[src/rtl/hotspot_pos_ctrl.sv]
`timescale 1ns/1ps
// hotspot_pos_ctrl
// Takes sound-source coordinates over a valid/ready handshake and limits them
// so the 49x49 hotspot stays on the 480x272 panel. The clamped value is
// smoothed with a shift-based IIR filter. The overlay position is updated only
// on a frame start, so the hotspot never tears mid-frame. The hotspot is
// blanked after TIMEOUT_FRAMES frame starts pass without an update.
//
// state  | meaning
// -------+------------------------------------------------------------
// IDLE   | no sample in flight, ready for a new one
// CLAMP  | limit the latched raw sample to the on-screen window
// FILTER | load the filter directly (first sample) or apply the IIR step
// HOLD   | filtered value waits for the next frame start to be committed
module hotspot_pos_ctrl #(
    parameter int H_RES          = 480,
    parameter int V_RES          = 272,
    parameter int HALF           = 24,
    parameter int ALPHA_SHIFT    = 2,
    parameter int TIMEOUT_FRAMES = 30,
    parameter bit VS_POL         = 1'b1
) (
    input  logic        clk_pix,
    input  logic        rst,
    input  logic        in_valid,
    output logic        in_ready,
    input  logic [15:0] in_x,
    input  logic [15:0] in_y,
    input  logic        vs,
    output logic [15:0] pix_x,
    output logic [15:0] pix_y,
    output logic        hotspot_en,
    output logic        frame_commit
);

    localparam int MISS_W = $clog2(TIMEOUT_FRAMES + 1);
    localparam logic [MISS_W-1:0] MISS_MAX  = MISS_W'(TIMEOUT_FRAMES);
    localparam logic [MISS_W-1:0] MISS_LAST = MISS_W'(TIMEOUT_FRAMES - 1);
    localparam logic [MISS_W-1:0] MISS_ONE  = MISS_W'(1);

    localparam logic [15:0] X_MIN  = 16'(HALF);
    localparam logic [15:0] X_MAX  = 16'(H_RES - 1 - HALF);
    localparam logic [15:0] Y_MIN  = 16'(HALF);
    localparam logic [15:0] Y_MAX  = 16'(V_RES - 1 - HALF);
    localparam logic [15:0] X_HOME = 16'(H_RES / 2);
    localparam logic [15:0] Y_HOME = 16'(V_RES / 2);

    typedef enum logic [1:0] {
        IDLE,
        CLAMP,
        FILTER,
        HOLD
    } state_t;

    state_t              state;
    logic                vs_d;
    logic                first_flag;
    logic [MISS_W-1:0]   miss_cnt;
    logic [15:0]         raw_x, raw_y;
    logic [15:0]         clp_x, clp_y;
    logic [15:0]         acc_x, acc_y;
    logic signed [16:0]  diff_x, diff_y;
    logic                frame_tick;
    logic                accept;

    // A frame starts on the cycle vs enters its active level.
    assign frame_tick = (vs == VS_POL) && (vs_d != VS_POL);
    assign in_ready   = !rst && ((state == IDLE) || (state == HOLD));
    assign accept     = in_valid && in_ready;

    function automatic logic [15:0] clamp16(input logic [15:0] v,
                                            input logic [15:0] lo,
                                            input logic [15:0] hi);
        if (v < lo)
            return lo;
        else if (v > hi)
            return hi;
        else
            return v;
    endfunction

    // Signed distance from the accumulator to the new clamped target.
    always_comb begin
        diff_x = $signed({1'b0, clp_x}) - $signed({1'b0, acc_x});
        diff_y = $signed({1'b0, clp_y}) - $signed({1'b0, acc_y});
    end

    // Sample pipeline, frame-synchronous commit and no-update timeout.
    always_ff @(posedge clk_pix) begin
        if (rst) begin
            state        <= IDLE;
            vs_d         <= VS_POL;
            first_flag   <= 1'b1;
            miss_cnt     <= '0;
            raw_x        <= '0;
            raw_y        <= '0;
            clp_x        <= X_HOME;
            clp_y        <= Y_HOME;
            acc_x        <= X_HOME;
            acc_y        <= Y_HOME;
            pix_x        <= X_HOME;
            pix_y        <= Y_HOME;
            hotspot_en   <= 1'b0;
            frame_commit <= 1'b0;
        end else begin
            vs_d         <= vs;
            frame_commit <= 1'b0;

            case (state)
                IDLE: begin
                    if (accept) begin
                        raw_x <= in_x;
                        raw_y <= in_y;
                        state <= CLAMP;
                    end
                end
                CLAMP: begin
                    clp_x <= clamp16(raw_x, X_MIN, X_MAX);
                    clp_y <= clamp16(raw_y, Y_MIN, Y_MAX);
                    state <= FILTER;
                end
                FILTER: begin
                    if (first_flag) begin
                        acc_x      <= clp_x;
                        acc_y      <= clp_y;
                        first_flag <= 1'b0;
                    end else begin
                        // Floor-rounded step keeps the result between acc and target.
                        acc_x <= acc_x + 16'(diff_x >>> ALPHA_SHIFT);
                        acc_y <= acc_y + 16'(diff_y >>> ALPHA_SHIFT);
                    end
                    state <= HOLD;
                end
                HOLD: begin
                    if (frame_tick) begin
                        pix_x        <= acc_x;
                        pix_y        <= acc_y;
                        hotspot_en   <= 1'b1;
                        frame_commit <= 1'b1;
                        miss_cnt     <= '0;
                    end
                    // A new sample supersedes the pending one; the filter sees both.
                    if (accept) begin
                        raw_x <= in_x;
                        raw_y <= in_y;
                        state <= CLAMP;
                    end else if (frame_tick) begin
                        state <= IDLE;
                    end
                end
                default: state <= IDLE;
            endcase

            // Frame starts outside HOLD have nothing to commit and count as misses.
            // Placed last so a timeout re-arms the direct load even mid-filter.
            if (frame_tick && (state != HOLD) && (miss_cnt != MISS_MAX)) begin
                miss_cnt <= miss_cnt + MISS_ONE;
                if (miss_cnt == MISS_LAST) begin
                    hotspot_en <= 1'b0;
                    first_flag <= 1'b1;
                end
            end
        end
    end

endmodule
[config.mk]
export PLATFORM = sky130hd
export DESIGN_NAME = hotspot_pos_ctrl
export DESIGN_NICKNAME = d
export VERILOG_FILES = /design/src/rtl/hotspot_pos_ctrl.sv
export SDC_FILE = /design/constraint.sdc
export NUM_CORES = 1
export LEC_CHECK = 0
export BUFFER_PORTS_ARGS = -buffer_cell sky130_fd_sc_hd__buf_2
export CORE_UTILIZATION = 60
export CTS_BUF_LIST = sky130_fd_sc_hd__clkbuf_4 sky130_fd_sc_hd__clkbuf_8
export CTS_CLUSTER_DIAMETER = 150
export DETAILED_ROUTE_END_ITERATION = 8
export PLACE_DENSITY = 0.89
export RECOVER_POWER = 25
export SLEW_MARGIN = 30
export SYNTH_ARGS = -nofsm -noshare
export SYNTH_HDL_FRONTEND = slang
export SYNTH_SLANG_ARGS = --single-unit
[constraint.sdc]
create_clock -name clk_pix -period 9.4 [get_ports clk_pix]
set_input_delay 1.88 -clock clk_pix [delete_from_list [all_inputs] [get_ports clk_pix]]
set_output_delay 1.88 -clock clk_pix [all_outputs]
set_load 0.01 [all_outputs]
# ---- Word-level counts from Yosys, hierarchy flattened
# Cells that the tools add are included.
# Widths: inputs -> output; s select.
dict set report op_classes {
  muxes 21
  addsub 5
  n_eq_ne 8
  bitwise_logic 2
  reduce_logical 16
  n_lt_le_gt_ge 4
}
# op count
set op_table {}
lappend op_table {{$mux 16} 6}
lappend op_table {{$sub 16x16->17} 2}
lappend op_table {{$add 16x16->16} 2}
lappend op_table {{$lt 16x5->1 const B} 2}
lappend op_table {{$gt 16x8->1 const B} 1}
lappend op_table {{$gt 16x9->1 const B} 1}
lappend op_table {{$mux 5} 3}
lappend op_table {{$mux 1} 8}
lappend op_table {{$pmux 2 s4} 1}
lappend op_table {{$reduce_and 2->1} 4}
lappend op_table {{$mux 2} 3}
lappend op_table {{$add 5x1->5 const B} 1}
lappend op_table {{$eq 5x5->1 const B} 1}
lappend op_table {{$logic_and 1x1->1} 5}
lappend op_table {{$ne 5x5->1 const B} 1}
lappend op_table {{$eq 2x2->1 const B} 2}
lappend op_table {{$ne 2x2->1 const B} 2}
lappend op_table {{$reduce_bool 2->1} 2}
lappend op_table {{$reduce_or 2->1} 2}
lappend op_table {{$ne 3x3->1 const B} 1}
lappend op_table {{$eq 2x1->1 const B} 1}
lappend op_table {{$logic_not 2->1} 1}
lappend op_table {{$not 1->1} 2}
lappend op_table {{$logic_not 1->1} 1}
lappend op_table {{$logic_or 1x1->1} 1}
dict set report totals {
  inputBits 36
  ff_bits 139
}

# ---- Logic depth before layout (Yosys ltp)
# Gate-level depths: netlist of run 1.
dict set report depth {
  depth_word 6
  depth_mapped 18
}

# ---- Worst setup path before layout of run 1
# OpenSTA, ideal clock, no wires.
dict set report synth_timing {
  path_kind {input-to-output}
  startpoint {input port rst}
  endpoint {output port in_ready}
  stages 2
  required_ns 7.520
  t_arrival_ns 2.271
  path_slack_ns 5.249
  cell_sequence {clkbuf_1 -> nor2_1}
}
dict set report synth_via {
  elab_chain_len 2
}
# item line
set synth_lines {}
lappend synth_lines {{start: declaration} 24} ;# input logic rst,
lappend synth_lines {{$logic_not 1->1} 68} ;# assign in_ready = !rst && ((state == IDLE) || (state == HOLD));
lappend synth_lines {{$logic_and 1x1->1} 68}
lappend synth_lines {{end: declaration} 26} ;# output logic in_ready,
# Every way passes these cells.

# ---- Final worst setup path of run 1
# Ends and elaborated chain as after synthesis.

==> Flow_metrics.wiki, run 1 <==
{| class="wikitable"
! Metric !! Value
|-
| Filler instances || 1077
|-
| Worst slew margin relative to its limit || -111%
|-
| Fin Clk Skew || 0.0102 ns
|-
| Peak clock frequency supported by timing || 152 MHz
|-
| Number of endpoints failing setup at the final stage || 0
|-
| Clock net sink count || 139
|-
| Detailed-placement wirelength estimate || 11800 µm
|-
| Synthesis-to-finish area growth || 10.9%
|-
| Average wire length per cell after detail routing || 13.9 µm
|-
| Total vias in the final route || 6993
|-
| Dominant register cell in the synthesized netlist || dfxtp_1
|-
| Row cnt || 41
|-
| Seq cells post-synth || 139
|-
| CP endpoint kind || output port
|-
| Total setup buffers inserted after CTS || 0
|-
| Fraction of synthesized cell area taken by the top area cell type || 35.6%
|-
| Violations in the final reports || max-capacitance violations, max-slew violations
|-
| Die footprint || 13500 µm²
|-
| Largest net degree at the start of global routing || 73
|-
| Via count of the first global-routing pass || 6554
|-
| Detailed Route Iter0 Violations || 465
|-
| Starting utilization of the core area || 61.7%
|-
| Post-Syn Nets || 1105
|-
| Largest fanout of any net on the critical path || 72
|-
| Most used standard cell by instance count after synthesis || nand2_1
|-
| Footprint of the multi-input gates || 4690 µm²
|-
| Final RePlAce weighted congestion || 0.867
|-
| Final number of max-transition violations || 73
|-
| Share of the cycle needed by the critical path after routing || 69.9%
|-
| Height of the die || 116 µm
|-
| Number of buffers added by the clock tree synthesis step || 17
|-
| # nets final || 1155
|-
| Post-route antenna net violation count || 0
|-
| Post-route DRC violation count || 0
|-
| Total wire length after detailed routing || 17100 µm
|-
| Post-synthesis cell area || 7820 µm²
|-
| Port buffer count || 70
|-
| Fraction of registers with async set or reset after synthesis || 0%
|-
| Critical path startpoint category || input port
|-
| Outcome || finished, violations left
|-
| Resize count post-CTS || 0
|-
| Clock root buffer || clkbuf_8
|-
| Top post-synthesis cells by count || nand2_1, dfxtp_1, o21ai_0, nor2_1, ha_1
|-
| Overall global routing resource usage || 27.4%
|-
| Unrepaired setup endpoints after global routing || false
|-
| Final critical delay including setup and external delays || 6.57 ns
|-
| Most area-hungry cell type in the Yosys netlist || dfxtp_1
|-
| Number of hold buffers added after CTS || 0
|-
| Number of distinct standard cells referenced by the synthesized netlist || 58
|-
| Sequential area share after synthesis || 35.6%
|-
| Clock-pin slew on the worst setup and hold paths || 0.07 ns
|-
| Latest clock arrival within the worst-skew pair || 0.46 ns
|-
| Antenna violations before repair || 0
|-
| Type of the tightest min-delay check || reg -> reg
|-
| Hold violation total from the final report || 0
|-
| Pin slew with the least headroom to its limit || 3.17 ns
|-
| Count of mapped cells out of synthesis || 995
|-
| Core occupancy in the finished layout || 68.4%
|-
| Max H-tree Level || 4
|-
| Warnings, synthesis || 0
|-
| Worst Slack Setup Final || 2.83 ns
|-
| Seq. cell area || 2780 µm²
|-
| Core Region || 12700 µm²
|-
| N_diodes || 0
|-
| Count of flip-flops with a built-in enable after synthesis || 0
|-
| CTS tree || yes
|-
| Share of post-route cells with drive strength above 1 || 11.7%
|-
| Data required, critical path || 7.52 ns
|-
| Number of detailed-route iterations in the first pass || 5
|-
| Reported max-cap violation count || 1
|-
| Die Width || 116 µm
|-
| Vias per Instance || 5.69
|-
| Final setup TNS || 0 ns
|-
| Cells taking the most area after synthesis || dfxtp_1, ha_1, nand2_1
|-
| Data arrival time of the worst path || 4.69 ns
|-
| Critical setup path kind || in -> out
|-
| Syn avg cell area || 7.86 µm²
|-
| Number of primary I/O pins || 71
|-
| Total overflow reported by the global router || 0
|-
| Worst setup timing slack at the placement stage || 4.64 ns
|-
| CTS max path bufs || 2
|-
| Global-route wire length before repair || 29200 µm
|}
sequential cells by signal, summed over array words and instances, names as in the netlist, 2 cells and up:
register and count:
acc_x 16, acc_y 16, clp_x 16, clp_y 16, miss_cnt 5, pix_x 16, pix_y 16, raw_x 16
raw_y 16, state 2
metal layers:
| layer | up-vias | wire length, µm | track usage, % | share of wire [%] |
|---|---|---|---|---|
| met5 | - | 0 | 0 | 0 |
| met4 | 0 | 327 | 10.5 | 1.9 |
| met3 | 33 | 958 | 6.69 | 5.6 |
| met2 | 201 | 8240 | 47.9 | 48 |
| met1 | 3204 | 7590 | 32.5 | 44 |
| li1 | 3555 | - | - | - |
layout make-up:
class                           count  area share [%]
Clock buffer                       25            3.68
Sequential cell                   139            32.1
Multi-Input combinational cell    763            54.1
Clock inverter                      7            1.01
Inverter                           47            2.03
Tap cell                          172            2.48
Timing Repair Buffer               77            4.60
metrics by stage:
step / cells / hold WS (ns) / area, µm²
3_3_place_gp: 1198 / 0.439 / 8270
2_1_floorplan: 995 / 0.426 / 7820
6_report: 1230 / 0.451 / 8670
4_1_cts: 1230 / 0.454 / 8670
5_1_grt: 1230 / 0.468 / 8670
3_5_place_dp: 1198 / 0.444 / 8270
final timing paths:
kind | endpoint | slack (ns) | from | cells after the start
setup / recovery | in_ready | 2.83 | rst | 4
hold / removal | pix_y[2] | 0.45 | pix_y[2] | 2
setup reg to reg | acc_y[15] | 4.94 | acc_y[2] | 18
hold reg to reg | pix_y[2] | 0.45 | pix_y[2] | 2
critical path, cell delays in order:
cell      delay, ns
buf_2          0.07
clkbuf_1       2.22
nor2_1         0.22
buf_2          0.29
logic make-up after synthesis:
family | count (synthesis) | share of synthesized area, %
xor+xnor | 42 | 4.71
compound gates | 264 | 21.5
fa+ha+maj | 74 | 12.0
simple gates | 375 | 20.7
flops | 139 | 35.6
mux | 8 | 1.02
buf+inv | 93 | 4.47
cells in the final DEF (no fill, tap or decap), types with 5 or more instances in the layout:
| cell type | n |
|---|---|
| nand2_1 | 200 |
| dfxtp_1 | 139 |
| o21ai_0 | 82 |
| nor2_1 | 81 |
| ha_1 | 71 |
| a21oi_1 | 70 |
| buf_2 | 70 |
| inv_1 | 46 |
| xnor2_1 | 29 |
| and2_1 | 21 |
| clkbuf_8 | 21 |
| nor3_1 | 20 |
| a211oi_1 | 18 |
| o211ai_1 | 15 |
| a21o_1 | 14 |
| xor2_1 | 13 |
| a311oi_1 | 13 |
| nand3_1 | 11 |
| o21bai_1 | 9 |
| o21a_1 | 8 |
| nor2b_1 | 8 |
| mux2i_1 | 8 |
| nand2b_1 | 7 |
| buf_4 | 6 |
| nand4_1 | 5 |
Power of run 1 is left out: the tool's default activity adds up to more than one toggle a clock period on the data nets, which glitch-free logic cannot reach.
==> run 2: changes to the inputs <==
- CORE_UTILIZATION: 60 -> 56
- PLACE_DENSITY: 0.89 -> 0.88
- clock period: 9.4 -> 5.46 ns (I/O delays scaled with it)
==> run 2 against run 1 <==
The run still ends with max-capacitance violations, max-slew violations left. Flip-flop and latch count stayed put. Die area rose by 7.0%. Critical path depth rose by 14. Setup slack got worse by 1.8 ns. Register-to-register slack worse by 3.9 ns. Sequential share of layout area about the same. Non-clock buffer count is 1 higher. Wire length up 0.13%. Global-route usage is 2.1 points lower. Clock-buffer cell count is 6 lower. Critical endpoint is now acc_y[15]. Highest routed layer unchanged.
==> Flow_metrics.wiki, run 2 (synthesized netlist as in run 1, its figures left out) <==
{| class="wikitable"
! Metric !! Value
|-
| Family with the most delay on the worst path || compound AO/OA/AOI/OAI gates
|-
| CP endpoint kind || flop
|-
| Total overflow reported by the global router || 0
|-
| Total setup buffers inserted after CTS || 0
|-
| Hold violation total from the final report || 0
|-
| Overall global routing resource usage || 25.3%
|-
| Port buffer count || 70
|-
| Critical path startpoint category || flop
|-
| Post-route DRC violation count || 0
|-
| Violations in the final reports || max-capacitance violations, max-slew violations
|-
| Latest clock arrival within the worst-skew pair || 0.46 ns
|-
| Critical setup path kind || reg -> reg
|-
| Number of hold buffers added after CTS || 0
|-
| Peak clock frequency supported by timing || 227 MHz
|-
| Buffers plus inverters on the worst setup path || 1
|-
| Unrepaired setup endpoints after global routing || false
|-
| CTS max path bufs || 2
|-
| Detailed Route Iter0 Violations || 403
|-
| CTS tree || yes
|-
| Final critical delay including setup and external delays || 4.41 ns
|-
| Share of post-route cells with drive strength above 1 || 11.6%
|-
| Outcome || finished, violations left
|-
| Synthesis-to-finish area growth || 11.0%
|-
| Post-route antenna net violation count || 0
|-
| Height of the die || 120 µm
|-
| Data required, critical path || 5.78 ns
|-
| Worst slew margin relative to its limit || -14.9%
|-
| Global-route wire length before repair || 29800 µm
|-
| Core Region || 13500 µm²
|-
| Clock net sink count || 139
|-
| Total vias in the final route || 7071
|-
| Pin slew with the least headroom to its limit || 1.72 ns
|-
| Vias per Instance || 5.73
|-
| Die footprint || 14400 µm²
|-
| Number of endpoints failing setup at the final stage || 0
|-
| Die Width || 120 µm
|-
| Fin Clk Skew || 0.0128 ns
|-
| Total wire length after detailed routing || 17100 µm
|-
| Slowest stage cell, crit path || a2111oi_0
|-
| Antenna violations before repair || 0
|-
| Max H-tree Level || 4
|-
| Row cnt || 42
|-
| Type of the tightest min-delay check || reg -> reg
|-
| Final setup TNS || 0 ns
|-
| Largest net degree at the start of global routing || 72
|-
| Starting utilization of the core area || 58.1%
|-
| Most used cell along the critical path || o21ai_0
|-
| Final number of max-transition violations || 48
|-
| Clock root buffer || clkbuf_8
|-
| Via count of the first global-routing pass || 6694
|-
| Leading cell type in the layout, fill and taps excluded || nand2_1
|-
| Clock-pin slew on the worst setup and hold paths || 0.08 ns
|-
| Leading cell types in the layout, fill and taps excluded || nand2_1, dfxtp_1, o21ai_0
|-
| Resize count post-CTS || 0
|-
| # nets final || 1156
|-
| Critical path cell sequence || inv_1, ha_1, a21o_1, a31o_2, a41o_1, and2_1, o21ai_0, nand2b_1, xor2_1, ha_1, a2111oi_0, o21ai_0, a31oi_1, a21oi_1, a311oi_1, o21ai_0, a21oi_1, a311oi_1
|-
| Number of buffers added by the clock tree synthesis step || 17
|-
| Number of detailed-route iterations in the first pass || 5
|-
| Detailed-placement wirelength estimate || 11800 µm
|-
| Average wire length per cell after detail routing || 13.9 µm
|-
| Reported max-cap violation count || 1
|-
| Filler instances || 1158
|-
| Largest fanout of any net on the critical path || 6
|-
| N_diodes || 0
|-
| Share of the cycle needed by the critical path after routing || 80.8%
|-
| Final RePlAce weighted congestion || 0.918
|-
| Number of primary I/O pins || 71
|-
| Maximum single-stage delay on the critical path || 0.41 ns
|-
| Data arrival time of the worst path || 4.73 ns
|}
[run 2: worst register-to-register path, delay by kind of cell, from the launching register on]
family                     cells  cell delay (ns)
AOI/OAI and AO/OA             12             2.77
and+or+nand+nor                2             0.28
adders and majority gates      2             0.67
buffers and inverters          1             0.06
DFF                            1             0.37
xor gates and xnor gates       1             0.15
[run 2: path summary, 6_finish.rpt]
kind         startpoint   endpoint  slack, ns  cells past startpoint
max            acc_y[2]  acc_y[15]       1.05                     18
min           pix_x[15]  pix_x[15]       0.46                      2
max reg2reg    acc_y[2]  acc_y[15]       1.05                     18
min reg2reg   pix_x[15]  pix_x[15]       0.46                      2
[run 2: through the flow]
stage	std cells	util, %	setup WS [ns]	hold slack [ns]	instance area (µm²)
4_1_cts	1234	64.4	1.17	0.457	8670
2_1_floorplan	995	-	1.62	0.426	7820
3_3_place_gp	1202	61.5	1.37	0.438	8270
5_1_grt	1235	64.5	0.867	0.476	8680
3_5_place_dp	1202	61.5	1.19	0.445	8270
6_report	1235	64.5	1.05	0.455	8680
[run 2: metal layers]
metal	vias up	track usage, %	routed length [µm]	share of wire (%)
li1	3547	-	-	-
met1	3276	32.3	7950	46
met2	219	41.8	7890	46
met3	29	5.80	979	5.7
met4	0	8.52	317	1.8
met5	-	0	0	0
[run 2: cell type report]
cell class | instances | area, µm² | area share (%)
Multi-Input combinational cell | 763 | 4690 | 54.0
Sequential cell | 139 | 2780 | 32.1
Timing Repair Buffer | 78 | 418 | 4.82
Clock buffer | 19 | 249 | 2.87
Tap cell | 176 | 220 | 2.54
Inverter | 47 | 176 | 2.03
Clock inverter | 13 | 146 | 1.69
Power of run 2 is left out for the same reason.
